## src/rtl/pdm_cic_decimator_if.sv

```systemverilog
// PCM sample handshake between the CIC decimator and the audio buffer.
// Valid/ready: a sample transfers on any cycle where both are high.
interface pdm_cic_decimator_if #(
    parameter int OUT_W = 16
);
    logic signed [OUT_W-1:0] pcm_data;
    logic                    pcm_valid;
    logic                    pcm_ready;

    modport master (output pcm_data, output pcm_valid, input pcm_ready);
    modport slave  (input pcm_data, input pcm_valid, output pcm_ready);
endinterface

```

## src/rtl/pdm_cic_decimator.sv

```systemverilog
// PDM microphone front end: samples the bit stream on a mic_clk edge and
// decimates it with a 3-stage CIC (M=1) into signed PCM on a valid/ready port.
module pdm_cic_decimator #(
    parameter int DEC_FACTOR  = 64,
    parameter int OUT_W       = 16,
    parameter int SAMPLE_EDGE = 0
) (
    input  logic                clk_board,
    input  logic                rst_n,
    input  logic                en,
    input  logic                mic_clk,
    input  logic                pdm_data,
    output logic                overrun,
    input  logic                overrun_clr,
    pdm_cic_decimator_if.master pcm
);
    localparam int CNT_W = $clog2(DEC_FACTOR);
    localparam int ACC_W = 3 * CNT_W + 2;

    logic en_meta, en_sync, pdm_meta, pdm_sync, mic_clk_d1;
    logic sample_stb, frame_end, dec_stb, warm_done, load;
    logic [CNT_W-1:0] frame_cnt;
    logic [1:0] warm_cnt;
    logic signed [ACC_W-1:0] x, i1, i2, i3, i1_nxt, i2_nxt, i3_nxt;
    logic signed [ACC_W-1:0] d1, d2, d3, c1, c2, c3;
    logic signed [OUT_W-1:0] pcm_data_r;
    logic pcm_valid_r;

    always_ff @(posedge clk_board or negedge rst_n) begin
        if (!rst_n) begin
            en_meta    <= 1'b0;
            en_sync    <= 1'b0;
            pdm_meta   <= 1'b0;
            pdm_sync   <= 1'b0;
            mic_clk_d1 <= 1'b0;
        end else begin
            en_meta    <= en;
            en_sync    <= en_meta;
            pdm_meta   <= pdm_data;
            pdm_sync   <= pdm_meta;
            mic_clk_d1 <= mic_clk;
        end
    end

    // mic_clk is data here; its edge becomes a one-cycle sample strobe
    assign sample_stb = en_sync & ((SAMPLE_EDGE == 0) ? (mic_clk & ~mic_clk_d1)
                                                      : (~mic_clk & mic_clk_d1));
    assign frame_end  = (frame_cnt == CNT_W'(DEC_FACTOR - 1));
    assign x          = pdm_sync ? ACC_W'(1) : '1;
    assign i1_nxt     = i1 + x;
    assign i2_nxt     = i2 + i1_nxt;
    assign i3_nxt     = i3 + i2_nxt;

    always_ff @(posedge clk_board or negedge rst_n) begin
        if (!rst_n) begin
            i1        <= '0;
            i2        <= '0;
            i3        <= '0;
            frame_cnt <= '0;
            dec_stb   <= 1'b0;
        end else if (!en_sync) begin
            i1        <= '0;
            i2        <= '0;
            i3        <= '0;
            frame_cnt <= '0;
            dec_stb   <= 1'b0;
        end else begin
            dec_stb <= sample_stb & frame_end;
            if (sample_stb) begin
                i1        <= i1_nxt;
                i2        <= i2_nxt;
                i3        <= i3_nxt;
                frame_cnt <= frame_end ? '0 : frame_cnt + CNT_W'(1);
            end
        end
    end

    assign c1        = i3 - d1;
    assign c2        = c1 - d2;
    assign c3        = c2 - d3;
    assign warm_done = (warm_cnt == 2'd2);
    // first two comb results still carry the integrator start-up transient
    assign load      = en_sync & dec_stb & warm_done;

    always_ff @(posedge clk_board or negedge rst_n) begin
        if (!rst_n) begin
            d1          <= '0;
            d2          <= '0;
            d3          <= '0;
            warm_cnt    <= 2'd0;
            pcm_data_r  <= '0;
            pcm_valid_r <= 1'b0;
        end else if (!en_sync) begin
            d1          <= '0;
            d2          <= '0;
            d3          <= '0;
            warm_cnt    <= 2'd0;
            pcm_data_r  <= '0;
            pcm_valid_r <= 1'b0;
        end else begin
            if (dec_stb) begin
                d1 <= i3;
                d2 <= c1;
                d3 <= c2;
                if (!warm_done) warm_cnt <= warm_cnt + 2'd1;
            end
            if (load) begin
                pcm_data_r  <= OUT_W'(c3 >>> (ACC_W - OUT_W));
                pcm_valid_r <= 1'b1;
            end else if (pcm_valid_r && pcm.pcm_ready) begin
                pcm_valid_r <= 1'b0;
            end
        end
    end

    // overrun survives en going low; a same-cycle set beats the clear
    always_ff @(posedge clk_board or negedge rst_n) begin
        if (!rst_n)                                   overrun <= 1'b0;
        else if (load && pcm_valid_r && !pcm.pcm_ready) overrun <= 1'b1;
        else if (overrun_clr)                         overrun <= 1'b0;
    end

    assign pcm.pcm_data  = pcm_data_r;
    assign pcm.pcm_valid = pcm_valid_r;
endmodule
```

## src/flat_wrapper.sv

```systemverilog
// flat-port wrapper written by rule: the top's interface ports become plain ports
module pdm_cic_decimator_flat 
#(
    parameter int DEC_FACTOR  = 64,
    parameter int OUT_W       = 16,
    parameter int SAMPLE_EDGE = 0
)
  (clk_board, rst_n, en, mic_clk, pdm_data, overrun, overrun_clr, pcm_pcm_data, pcm_pcm_valid, pcm_pcm_ready);
  pdm_cic_decimator_if #(.OUT_W(OUT_W)) pcm_i ();
  input  logic clk_board;
  input  logic rst_n;
  input  logic en;
  input  logic mic_clk;
  input  logic pdm_data;
  output logic overrun;
  input  logic overrun_clr;
  output wire logic [$bits(pcm_i.pcm_data)-1:0] pcm_pcm_data;
  output wire logic [$bits(pcm_i.pcm_valid)-1:0] pcm_pcm_valid;
  input wire logic [$bits(pcm_i.pcm_ready)-1:0] pcm_pcm_ready;
  assign pcm_pcm_data = pcm_i.pcm_data;
  assign pcm_pcm_valid = pcm_i.pcm_valid;
  assign pcm_i.pcm_ready = pcm_pcm_ready;
  pdm_cic_decimator #(.DEC_FACTOR(DEC_FACTOR), .OUT_W(OUT_W), .SAMPLE_EDGE(SAMPLE_EDGE)) u_core (.clk_board(clk_board), .rst_n(rst_n), .en(en), .mic_clk(mic_clk), .pdm_data(pdm_data), .overrun(overrun), .overrun_clr(overrun_clr), .pcm(pcm_i));
endmodule
```

## config.mk

```make
export PLATFORM = sky130hd
export DESIGN_NAME = pdm_cic_decimator_flat
export DESIGN_NICKNAME = d
export VERILOG_FILES = /design/src/rtl/pdm_cic_decimator_if.sv /design/src/rtl/pdm_cic_decimator.sv /design/src/flat_wrapper.sv
export SDC_FILE = /design/constraint.sdc
export NUM_CORES = 1
export LEC_CHECK = 0
export ABC_AREA = 1
export CORE_MARGIN = 3
export CORE_UTILIZATION = 30
export DETAILED_ROUTE_END_ITERATION = 7
export DONT_BUFFER_PORTS = 1
export HOLD_SLACK_MARGIN = 0.12
export PLACE_DENSITY = 0.42
export SLEW_MARGIN = 30
export SYNTH_ARGS = -nofsm -noshare
export SYNTH_HDL_FRONTEND = slang
export SYNTH_SLANG_ARGS = --single-unit
```

## constraint.sdc

```tcl
create_clock -name clk_board -period 5.3 [get_ports clk_board]
set_input_delay 1.06 -clock clk_board [delete_from_list [all_inputs] [get_ports clk_board]]
set_output_delay 1.06 -clock clk_board [all_outputs]
set_load 0.01 [all_outputs]
```

Word level (Yosys, flattened, before mapping)
Index checks and enable logic that the tools add are counted.
- output and inout port bits: 18
- logic and storage cells: 71
- register bits: 152
- eq/ne operators: 7
- reductions and logical operators: 6
- mux-type cells: 27
- bitwise logic cells: 6
- add/subtract/negate cells: 8
- operators with widths (operator ; count):
    $mux W20 ; 13
    $add A20 B20 Y20 ; 3
    $sub A20 B20 Y20 ; 3
    $mux W16 ; 2
    $mux W6 ; 3
    $ne A2 B2 Y1 const B ; 4
    $add A6 B1 Y6 const B ; 1
    $eq A6 B6 Y1 const B ; 1
    $mux W1 ; 6
    $mux W2 ; 3
    $and A1 B1 Y1 ; 5
    $logic_and A1 B1 Y1 ; 3
    $ne A3 B3 Y1 const B ; 1
    $add A2 B1 Y2 const B ; 1
    $eq A2 B2 Y1 const B ; 1
    $reduce_and A2 Y1 ; 1
    $reduce_bool A2 Y1 ; 1
    $logic_not A1 Y1 ; 1
    $not A1 Y1 ; 1

Depth between registers and ports, before layout
- word-level depth: 6
- mapped depth: 32

Worst setup path after synthesis
No wires, ideal clock.
- kind: reg-to-reg
- start point: reg u_core.pdm_sync
- end point: reg u_core.i3[19]
- path slack: 0.833 ns
- buffers on the path: 0
- clock period less this slack: 4.467 ns
- stages on the path, launching flop included: 27
- arrival time: 4.350 ns
- path through: dfrtp_1 > inv_1 > ha_1 > a21oi_1 > nand2_1 > nand2_1 > nand3_1 > a31o_2 > xnor2_1 > inv_1 > ha_1 > nand2_1 > o21ai_0 > a21oi_4 > o21bai_2 > nand2_1 > nand2_1 > xor2_1 > inv_1 > ha_1 > nand2_1 > nor3_1 > nand4_1 > o221ai_1 > nand3_1 > nand3_1 > nand2_1
- word-level cells in the longest chain between the ends: 6
- ends and longest elaborated chain (item ; line ; text):
    start, declared ; pdm_cic_decimator.sv:20 ; logic en_meta, en_sync, pdm_meta, pdm_sync, mic_clk_d1;
    start signal, assigned ; pdm_cic_decimator.sv:40 ; pdm_sync <= pdm_meta;
    $mux W20 ; pdm_cic_decimator.sv:49 ; assign x = pdm_sync ? ACC_W'(1) : '1;
    $add A20 B20 Y20 ; pdm_cic_decimator.sv:50 ; assign i1_nxt = i1 + x;
    $add A20 B20 Y20 ; pdm_cic_decimator.sv:51 ; assign i2_nxt = i2 + i1_nxt;
    $add A20 B20 Y20 ; pdm_cic_decimator.sv:52 ; assign i3_nxt = i3 + i2_nxt;
    $mux W20 ; pdm_cic_decimator.sv:69 ; if (sample_stb) begin
    $mux W20 ; pdm_cic_decimator.sv:61 ; end else if (!en_sync) begin
    end signal, assigned ; pdm_cic_decimator.sv:72 ; i3 <= i3_nxt;
    end, declared ; pdm_cic_decimator.sv:24 ; logic signed [ACC_W-1:0] x, i1, i2, i3, i1_nxt, i2_nxt, i3_nxt;
Every way passes these cells. The select of a mux whose other input is x is not followed.
A chain may end at the register's enable or synchronous reset.

Final worst setup path
- start point: reg u_core.pdm_sync
- end point: reg u_core.i3[18]
Same word-level chain as after synthesis.

==> flow_summary.yaml <==
outcome:
  status: "finished clean"
synth:
  synth_cell_types: 54
  avgSynthCellArea_um2: 7.77
  synth_flop_cell: "dfrtp_1"
  synth_fa_ha_area_frac: 0.136
  yosysSeqAreaShare: 0.333
  synth_area_um2: 11400
  ys_warn_count: 0
  syn_nets: 1596
  synth_simple_gate_area_frac: 0.188
  synth_seq_cells: 152
  synth_xor_area_frac: 0.0613
  synth_top_family_by_area: "compound AO/OA/AOI/OAI gates"
  postSynth.asyncResetShare: 1.00
  synth_mux_area_frac: 0
  synth_compound_area_frac: 0.198
  netlist_instances: 1468
  synth-edff-count: 0
final_layout:
  drive_gt1_frac: 0.0919
  nNetsFinal: 1606
  synthToLayoutAreaGrowth_pct: 12.2
  fillCellCount: 3920
  num_antenna_cells: 0
  utilization: 0.345
global_route:
  grt_util_met2: 0.296
  globalRouteTotalUtil: 0.160
  grt_remaining_overflow: 0
  grt_pass1_wl_um: 52300
  grt_max_degree: 153
  grtUsageMet3: 0.0263
  grt_busiest_layer: "met2"
  grt_pass1_vias: 9787
  met1_usage: 0.195
  antenna_found_initial: 0
die:
  chipWidth_um: 201
  dieArea_um2: 40400
  ios: 25
  die_y_um: 201
  rows: 70
  start_util: 0.308
  core_area_um2: 37000
worst_setup_path:
  crit_fanout: 15
  regToRegSetupSlack_ns: 0.43
  required_ns: 5.60
  critPathArrivalTime_ns: 5.17
  cp-start-kind: "flip-flop"
  r2r-start: "u_core.pdm_sync$_DFF_PN0_"
  critPathKind: "reg2reg"
  r2r_cells: 24
  critPathCaptureType: "flip-flop"
  r2r-end: "u_core.i3[18]$_DFFE_PN0P_"
sta:
  fmax_ghz: 0.205
  tns_ns: 0
  clock_skew_ns: 0.0121
  post-route-period-util: 0.919
  slew_viol_final: 0
  setup-violations-final: 0
  worstMarginPinSlew_ns: 0.789
  fin_crit_ns: 4.87
  slew-limit-headroom: 0.473
  finalHoldViolations: 0
  fin_ws_ns: 0.431
routing:
  ant_nets: 0
  via_per_inst: 4.83
  dr.pass1.iters: 5
  remaining_drc_errors: 0
  first_iter_violations: 411
  drt-total-wl_um: 32400
  vias: 9637
  wl_per_cell_um: 16.2
placed_design:
  place_ws_ns: 0.0400
  place.gp.congestion: 0.856
  io_buffers: 0
  place_hpwl_um: 24300
clock_network:
  hold_buffers: 0
  cts_buffers: 17
  cts_tree: "yes"
  clockBufferDepth: 2
  path_clk_slew_ns: 0.07
  cts.sinks: 152
  h-tree-depth: 4
  cts-root-buf: "clkbuf_16"
  clk_latency_ns: 0.45
job:
  cap_violations: 0
worst_hold_path:
  hp-class: "in2async"
[state kept, by name (all words and copies together), names as in the netlist]
signal                flops
u_core.d1                20
u_core.d2                20
u_core.d3                20
u_core.i1                20
u_core.i2                20
u_core.i3                20
u_core.pcm.pcm_data      16
u_core.frame_cnt          6
u_core.warm_cnt           2
u_core.dec_stb            1
u_core.en_meta            1
u_core.en_sync            1
u_core.mic_clk_d1         1
u_core.overrun            1
u_core.pcm.pcm_valid      1
u_core.pdm_meta           1
u_core.pdm_sync           1
[repair_timing]
item | in CTS | in global routing
setup buffers | 0 | 1
endpoints found under the setup margin | 0 | 7
hold endpoints to repair | 0 | 0
gates resized for setup | 0 | 32
[critical path: stages, from the launching register on]
cell and delay (ns):
dfrtp_1 0.43, inv_2 0.12, buf_6 0.19, ha_1 0.33, a21oi_2 0.21, o21ai_0 0.11
a21oi_2 0.19, o21ai_4 0.10, a31oi_1 0.17, xor2_1 0.28, inv_1 0.10, ha_1 0.36
a21o_1 0.24, a211oi_2 0.23, nand3_2 0.13, xor2_2 0.17, ha_1 0.33, inv_1 0.13
nor3_2 0.23, and2_1 0.18, nand4_1 0.09, nand3_1 0.12, a21oi_1 0.07, o21ai_0 0.10
o21ai_0 0.10
[per-layer routing]
layer / up-vias / share of wire
met4: 0 / 0.015
met3: 25 / 0.021
met1: 4544 / 0.44
met5: - / 0
met2: 93 / 0.52
li1: 4975 / -
[final cells by class]
cell class | instances | area, um2 | share of cell area
repair buffers | 16 | 124 | 0.00968
inverters | 226 | 848 | 0.0663
multi-input cells | 1065 | 6820 | 0.532
flip-flops and latches | 152 | 3800 | 0.297
clock inverters | 14 | 139 | 0.0109
well taps | 504 | 631 | 0.0493
clock buffers | 18 | 439 | 0.0343
[kinds of logic after synthesis]
kind of cell,Yosys count
simple gates,489
compound gates,376
buf+inv,251
flops,152
fa+ha+maj,121
xor+xnor,79
[Yosys cell counts (2+ instances only)]
master | n | area [um2]
o21ai_2 | 8 | 70.1
nand3_2 | 10 | 100
o221ai_1 | 2 | 17.5
clkbuf_1 | 22 | 82.6
o32ai_1 | 2 | 17.5
buf_1 | 2 | 7.51
nor3_1 | 10 | 50.1
nand3_1 | 63 | 315
xor2_1 | 48 | 420
o22ai_1 | 44 | 275
o31ai_1 | 14 | 105
o21ai_1 | 13 | 65.1
a21o_1 | 5 | 37.5
o21bai_1 | 4 | 30.0
nand4_1 | 19 | 119
nor2_1 | 60 | 225
a31oi_1 | 4 | 25.0
a31o_2 | 3 | 26.3
o21bai_2 | 3 | 33.8
a211oi_1 | 3 | 22.5
fa_1 | 5 | 100
nor2_2 | 6 | 37.5
ha_1 | 116 | 1450
o21a_1 | 4 | 30.0
inv_1 | 221 | 830
a22o_1 | 22 | 193
a21oi_1 | 124 | 621
nand3b_1 | 4 | 30.0
xnor2_1 | 30 | 263
nand2_2 | 6 | 37.5
a21oi_2 | 8 | 70.1
nor4_1 | 4 | 25.0
inv_2 | 4 | 15.0
nand2_1 | 296 | 1110
a21o_2 | 2 | 17.5
o21ai_0 | 104 | 521
dfrtp_1 | 152 | 3800
and2_1 | 5 | 31.3
[per-stage QoR]
step,instance area (um2),instances,hold slack [ns]
6_report,12800,1995,0.310
3_5_place_dp,12100,1962,0.341
2_1_floorplan,11400,1468,0.331
5_1_grt,12800,1995,0.284
3_3_place_gp,12100,1962,0.337
4_1_cts,12600,1994,0.286
[how the worst max path moves through the flow]
stage / from / end / slack [ns] / depth (start not counted)
global route: u_core.i1[0]$_DFFE_PN0P_ / u_core.i3[18]$_DFFE_PN0P_ / -0.04 / 31
CTS: u_core.pdm_sync$_DFF_PN0_ / u_core.i3[19]$_DFFE_PN0P_ / 0.01 / 24
floorplan: u_core.pdm_sync$_DFF_PN0_ / u_core.i3[19]$_DFFE_PN0P_ / 0.83 / 26
global placement: u_core.pdm_sync$_DFF_PN0_ / u_core.i3[18]$_DFFE_PN0P_ / 0.03 / 25
detailed placement: u_core.pdm_sync$_DFF_PN0_ / u_core.i3[18]$_DFFE_PN0P_ / 0.04 / 25
finish: u_core.pdm_sync$_DFF_PN0_ / u_core.i3[18]$_DFFE_PN0P_ / 0.43 / 24
[layout by cell type, fill, tap and decap left out, types with 5 or more instances in the layout]
cell type and count:
a21o_1 5, a21oi_1 120, a21oi_2 11, a22o_1 22, and2_1 5, buf_4 15
clkbuf_16 17, dfrtp_1 152, fa_1 5, ha_1 115, inv_1 219, inv_2 6
nand2_1 295, nand2_2 7, nand3_1 62, nand3_2 11, nand4_1 19, nor2_1 55
nor2_2 10, nor3_1 5, nor3_2 5, o21ai_0 101, o21ai_1 14, o21ai_2 9
o22ai_1 44, o31ai_1 14, xnor2_1 28, xor2_1 44, xor2_2 5
Power is not shown: default switching activity piles up to over one toggle a cycle in this logic, so the estimate is an artifact.
